==> src/rtl/tick_gen_pkg.sv <==
// Shared types and helpers for the tick_gen programmable tick source.
package tick_gen_pkg;

   typedef enum logic [1:0] {
      StIdle,
      StRun,
      StDonePulse
   } state_e;

   localparam logic MODE_CONT  = 1'b0;
   localparam logic MODE_BURST = 1'b1;

   // Widest divider the clamp helper accepts; callers cast to and from their own width.
   localparam int unsigned MaxDivW = 64;

   function automatic logic [MaxDivW-1:0] clamp_div(input logic [MaxDivW-1:0] d);
      return (d == '0) ? MaxDivW'(1) : d;
   endfunction

endpackage

==> src/rtl/tick_prescaler.sv <==
// Reloadable down-counter: wraps (and self-reloads) when enabled at zero.
module tick_prescaler #(
   parameter int unsigned WIDTH = 32
) (
   input  logic             clk_i,
   input  logic             rst_i,
   input  logic             load_i,
   input  logic [WIDTH-1:0] load_val_i,
   input  logic             en_i,
   output logic             wrap_o
);

   logic [WIDTH-1:0] cnt_q, cnt_d;

   assign wrap_o = en_i && !load_i && (cnt_q == '0);

   always_comb begin
      cnt_d = cnt_q;
      if (load_i) begin
         cnt_d = load_val_i;
      end else if (en_i) begin
         cnt_d = (cnt_q == '0) ? load_val_i : cnt_q - WIDTH'(1);
      end
   end

   always_ff @(posedge clk_i) begin
      if (rst_i) begin
         cnt_q <= '0;
      end else begin
         cnt_q <= cnt_d;
      end
   end

endmodule

==> src/rtl/tick_gen.sv <==
// Programmable tick source: continuous or N-tick burst divided from clk_i.
// Define TICK_GEN_LIVE_DIV_EN to re-sample div_i at every prescaler reload.
module tick_gen
   import tick_gen_pkg::*;
#(
   parameter int unsigned WIDTH  = 32,
   parameter int unsigned CWIDTH = 32
) (
   input  logic              clk_i,
   input  logic              rst_i,
   input  logic              enable_i,
   input  logic              start_i,
   input  logic              stop_i,
   input  logic              mode_i,
   input  logic [WIDTH-1:0]  div_i,
   input  logic [CWIDTH-1:0] burst_n_i,
   output logic              tick_o,
   output logic              busy_o,
   output logic              done_o,
   output logic [CWIDTH-1:0] tick_count_o
);

   state_e            state_q;
   logic              mode_q;
   logic [CWIDTH-1:0] n_q;
   logic [CWIDTH-1:0] count_q;
   logic              tick_q, busy_q, done_q;

   logic              start_ok, presc_en, wrap;
   logic [WIDTH-1:0]  div_clamped, reload_val, load_val;
   logic [CWIDTH-1:0] count_inc;

   // Stop always beats a simultaneous start.
   assign start_ok    = start_i && !stop_i;
   assign presc_en    = (state_q == StRun) && enable_i && !stop_i && !start_i;
   assign div_clamped = WIDTH'(clamp_div(MaxDivW'(div_i)));
   assign count_inc   = count_q + CWIDTH'(1);

`ifdef TICK_GEN_LIVE_DIV_EN
   assign reload_val = div_clamped - WIDTH'(1);
`else
   logic [WIDTH-1:0] div_q;

   assign reload_val = div_q - WIDTH'(1);

   always_ff @(posedge clk_i) begin
      if (rst_i) begin
         div_q <= '0;
      end else if (start_ok) begin
         div_q <= div_clamped;
      end
   end
`endif

   assign load_val = start_ok ? (div_clamped - WIDTH'(1)) : reload_val;

   tick_prescaler #(
      .WIDTH (WIDTH)
   ) u_prescaler (
      .clk_i      (clk_i),
      .rst_i      (rst_i),
      .load_i     (start_ok),
      .load_val_i (load_val),
      .en_i       (presc_en),
      .wrap_o     (wrap)
   );

   always_ff @(posedge clk_i) begin
      if (rst_i) begin
         state_q <= StIdle;
         mode_q  <= MODE_CONT;
         n_q     <= '0;
         count_q <= '0;
         tick_q  <= 1'b0;
         busy_q  <= 1'b0;
         done_q  <= 1'b0;
      end else begin
         tick_q <= 1'b0;
         done_q <= (state_q == StDonePulse);
         if (start_ok) begin
            mode_q  <= mode_i;
            n_q     <= burst_n_i;
            count_q <= '0;
            // A zero-length burst reports done without ever running.
            if (mode_i == MODE_BURST && burst_n_i == '0) begin
               state_q <= StDonePulse;
               busy_q  <= 1'b0;
            end else begin
               state_q <= StRun;
               busy_q  <= 1'b1;
            end
         end else begin
            unique case (state_q)
               StRun: begin
                  if (stop_i) begin
                     state_q <= StIdle;
                     busy_q  <= 1'b0;
                  end else if (wrap) begin
                     tick_q  <= 1'b1;
                     count_q <= count_inc;
                     if (mode_q == MODE_BURST && count_inc == n_q) begin
                        state_q <= StDonePulse;
                     end
                  end
               end
               StDonePulse: begin
                  state_q <= StIdle;
                  busy_q  <= 1'b0;
               end
               StIdle: begin
                  busy_q <= 1'b0;
               end
               default: begin
                  state_q <= StIdle;
               end
            endcase
         end
      end
   end

   assign tick_o       = tick_q;
   assign busy_o       = busy_q;
   assign done_o       = done_q;
   assign tick_count_o = count_q;

endmodule

==> config.mk <==
export PLATFORM = sky130hd
export DESIGN_NAME = tick_gen
export DESIGN_NICKNAME = d
export VERILOG_FILES = /design/src/rtl/tick_gen_pkg.sv /design/src/rtl/tick_prescaler.sv /design/src/rtl/tick_gen.sv
export SDC_FILE = /design/constraint.sdc
export NUM_CORES = 1
export LEC_CHECK = 0
export BUFFER_PORTS_ARGS = -buffer_cell sky130_fd_sc_hd__buf_2
export CAP_MARGIN = 20
export CORE_ASPECT_RATIO = 0.9
export CORE_MARGIN = 2
export CORE_UTILIZATION = 50
export CTS_CLUSTER_DIAMETER = 100
export DETAILED_ROUTE_END_ITERATION = 8
export PLACE_DENSITY_LB_ADDON = 0.15
export SETUP_SLACK_MARGIN = 0.02
export SLEW_MARGIN = 10
export SYNTH_ARGS = -nofsm -noshare
export SYNTH_HDL_FRONTEND = slang
export SYNTH_SLANG_ARGS = --single-unit
export TNS_END_PERCENT = 5
==> constraint.sdc <==
create_clock -name clk_i -period 3.5 [get_ports clk_i]
set_input_delay 0.175 -clock clk_i [delete_from_list [all_inputs] [get_ports clk_i]]
set_output_delay 0.175 -clock clk_i [all_outputs]
set_load 0.03 [all_outputs]
==> out/results.txt <==
sequential area share after synthesis = 0.325
cts bufs inserted = 17
DIE AREA = 0.0175 mm^2
Final Critical Period = 3.29 ns
Async SR Flop Fraction = 0
postcts setup bufs = 0
core footprint = 0.0161 mm^2
Hold Path Class = primary input to flip-flop
TritonRoute pass-1 iters = 5
CP required = 3.79 ns
period utilisation layout = 0.941
final hold viol count = 0
area of the multi-input gates = 0.00523 mm^2
Via density = 6.04
actual slew at the worst max-slew pin = 0.930 ns
PwrDens = 470 mW/mm^2
ANT nets after route = 0
total chip power = 4.58 mW
WL/cell = 18.5 um
initial antenna violation count = 0
Hold Slack = 0.0122 ns
CP Data Arrival Time = 3.59 ns
die width = 139 um
Max clock buf depth = 2
dpl hpwl = 18,500 um
overall via count from detail_route = 8,470
Max H-tree Level = 4
DP Worst Slack = 0.317 ns
worst-skew pair later-pin latency = 0.44 ns
Seq. cell area = 0.00268 mm^2
Layout area overhead = 18.4%
Synth cell types = 77
Overflow after GRT = 0
post-CTS resize count = 0
Post-Syn Area = 0.00825 mm^2
Post-Syn Area per Cell = 7.67 um^2
filler cell count = 1,505
vias in the first global route = 7,564
GPL Wtd Cong = 0.906
final setup vio count = 0
Max Clk Rate = 304 MHz
CTS tree = built
Mapped Nets = 1,150
drt initial violations = 928
Post-synth top flop = dfxtp_1
VDD IR-drop max = 383 uV
top-area cell type share of the netlist area = 0.325
Buffers on Ports = 104
first-pass GRT wire length = 41,000 um
CP max FO = 10
critical path class = flip-flop to flip-flop
Final nets = 1,257
slew margin rel. = 0.374
gr usage total = 0.292
worst setup margin = 0.206 ns
area leader, netlist = dfxtp_1
share of cells above drive strength 1 = 0.158
# IOs = 105
n_diodes = 0
Pleak = 3.71 nW
Routed WL = 25,900 um
RSZ-0062 raised after global routing = no
CP endpoint kind = flip-flop
DRC errors left = 0
synthesized instance count = 1,076
Warnings, synthesis = 0
Post-synth EDFFs = 0
top cells by area, synth = dfxtp_1, nor2_1, nand2_1
CTS Hold Buffers Added = 26
status = completed
largest net degree at the start of global routing = 80
CP Launch Type = flip-flop
Max Cap Viol = 0
Rows = 44
Fin Clk Skew = 0.0115 ns
Clock transition at path regs = 0.07 ns
Sink Count = 134
Initial Util = 0.511
Sum Neg Setup Slack = 0 ns
Pins Over Slew Limit = 0
die height = 126 um
Root Driver = clkbuf_16
Yosys reg bits = 134
## cells in the final DEF (no fill, tap or decap), types with 11 or more instances in the layout
| cell | count |
|---|---|
| nor4_1 | 30 |
| nor2_1 | 149 |
| mux2i_1 | 35 |
| and4_1 | 11 |
| clkbuf_16 | 17 |
| buf_2 | 103 |
| xor2_1 | 36 |
| or3_1 | 15 |
| nand2_1 | 139 |
| and3_1 | 12 |
| a21oi_1 | 77 |
| o21ai_0 | 36 |
| inv_1 | 14 |
| buf_4 | 22 |
| nand3_1 | 27 |
| nor3_1 | 42 |
| xnor2_1 | 59 |
| dlygate4sd3_1 | 26 |
| nand4_1 | 31 |
| dfxtp_1 | 134 |
## report_power, final
group,switching (mW),internal [mW]
Sequential,0.0850,1.61
Combinational,0.685,0.405
Clock,0.753,1.05
Total,1.52,3.06
## logic make-up after synthesis
kind of cell | Yosys count | share of synthesized area
AO/OA/AOI/OAI | 207 | 0.161
buffers and inverters | 78 | 0.0434
AND/OR/NAND/NOR | 520 | 0.317
adder cells (fa/ha/maj) | 4 | 0.00607
XOR/XNOR | 95 | 0.101
flip-flops | 134 | 0.325
multiplexers | 38 | 0.0466
## final cells by class
cell class	instances	share of cell area
clock buffers	17	0.0436
clock inverters	15	0.0159
inverters	14	0.00538
multi-input cells	864	0.535
flip-flops and latches	134	0.275
well taps	207	0.0265
repair buffers	152	0.0984
## final timing paths
| kind | startpoint | end | slack [ns] | cells after the start |
|---|---|---|---|---|
| min reg2reg | n_q[29] | n_q[29] | 0.47 | 2 |
| min | burst_n_i[29] | n_q[29] | 0.01 | 3 |
| max | tick_count_o[0] | state_q[0] | 0.21 | 8 |
| max reg2reg | tick_count_o[0] | state_q[0] | 0.21 | 8 |
## worst max-delay path, stage by stage (launching register included)
cell	delay [ns]
dfxtp_1	0.51
ha_1	0.28
and4_1	0.44
and4_1	0.31
nand4_1	0.15
xnor2_1	0.18
or4_1	0.53
nor4_1	0.58
a31oi_1	0.16
## cells in the mapped netlist, types with 7 or more instances
library cell	count
nor2_1	149
a211oi_1	8
or3_1	15
nand3_1	27
inv_1	14
o21a_1	7
clkbuf_1	33
and3_1	12
mux2i_1	35
a31oi_1	10
and4_1	11
xnor2_1	59
buf_2	20
nand2b_1	9
a21oi_1	78
xor2_1	36
nand4_1	31
nor3_1	42
dfxtp_1	134
nor4_1	30
o21ai_0	36
nand2_1	139
## per-layer routing
metal	vias to the layer above	track usage	wire (um)
met5	-	0	0
met4	0	0.0636	346
met3	32	0.0760	2520
met2	387	0.400	10400
met1	3967	0.453	12600
li1	4084	-	-
## flip-flops by register name, summed over array words and instances (netlist names)
name and count:
n_q 32, done_o 1, div_q 32, busy_o 1
state_q 2, mode_q 1, tick_count_o 32, u_prescaler.cnt_q 32
tick_o 1
## metrics by stage
stage	area, um^2	cells	utilization
finish	9760	1403	0.605
global route	9760	1403	0.605
CTS	9760	1403	0.605
detailed placement	8920	1345	0.553
global placement	8920	1345	0.553
floorplan	8250	1076	-
(Power assumes the default switching activity.)
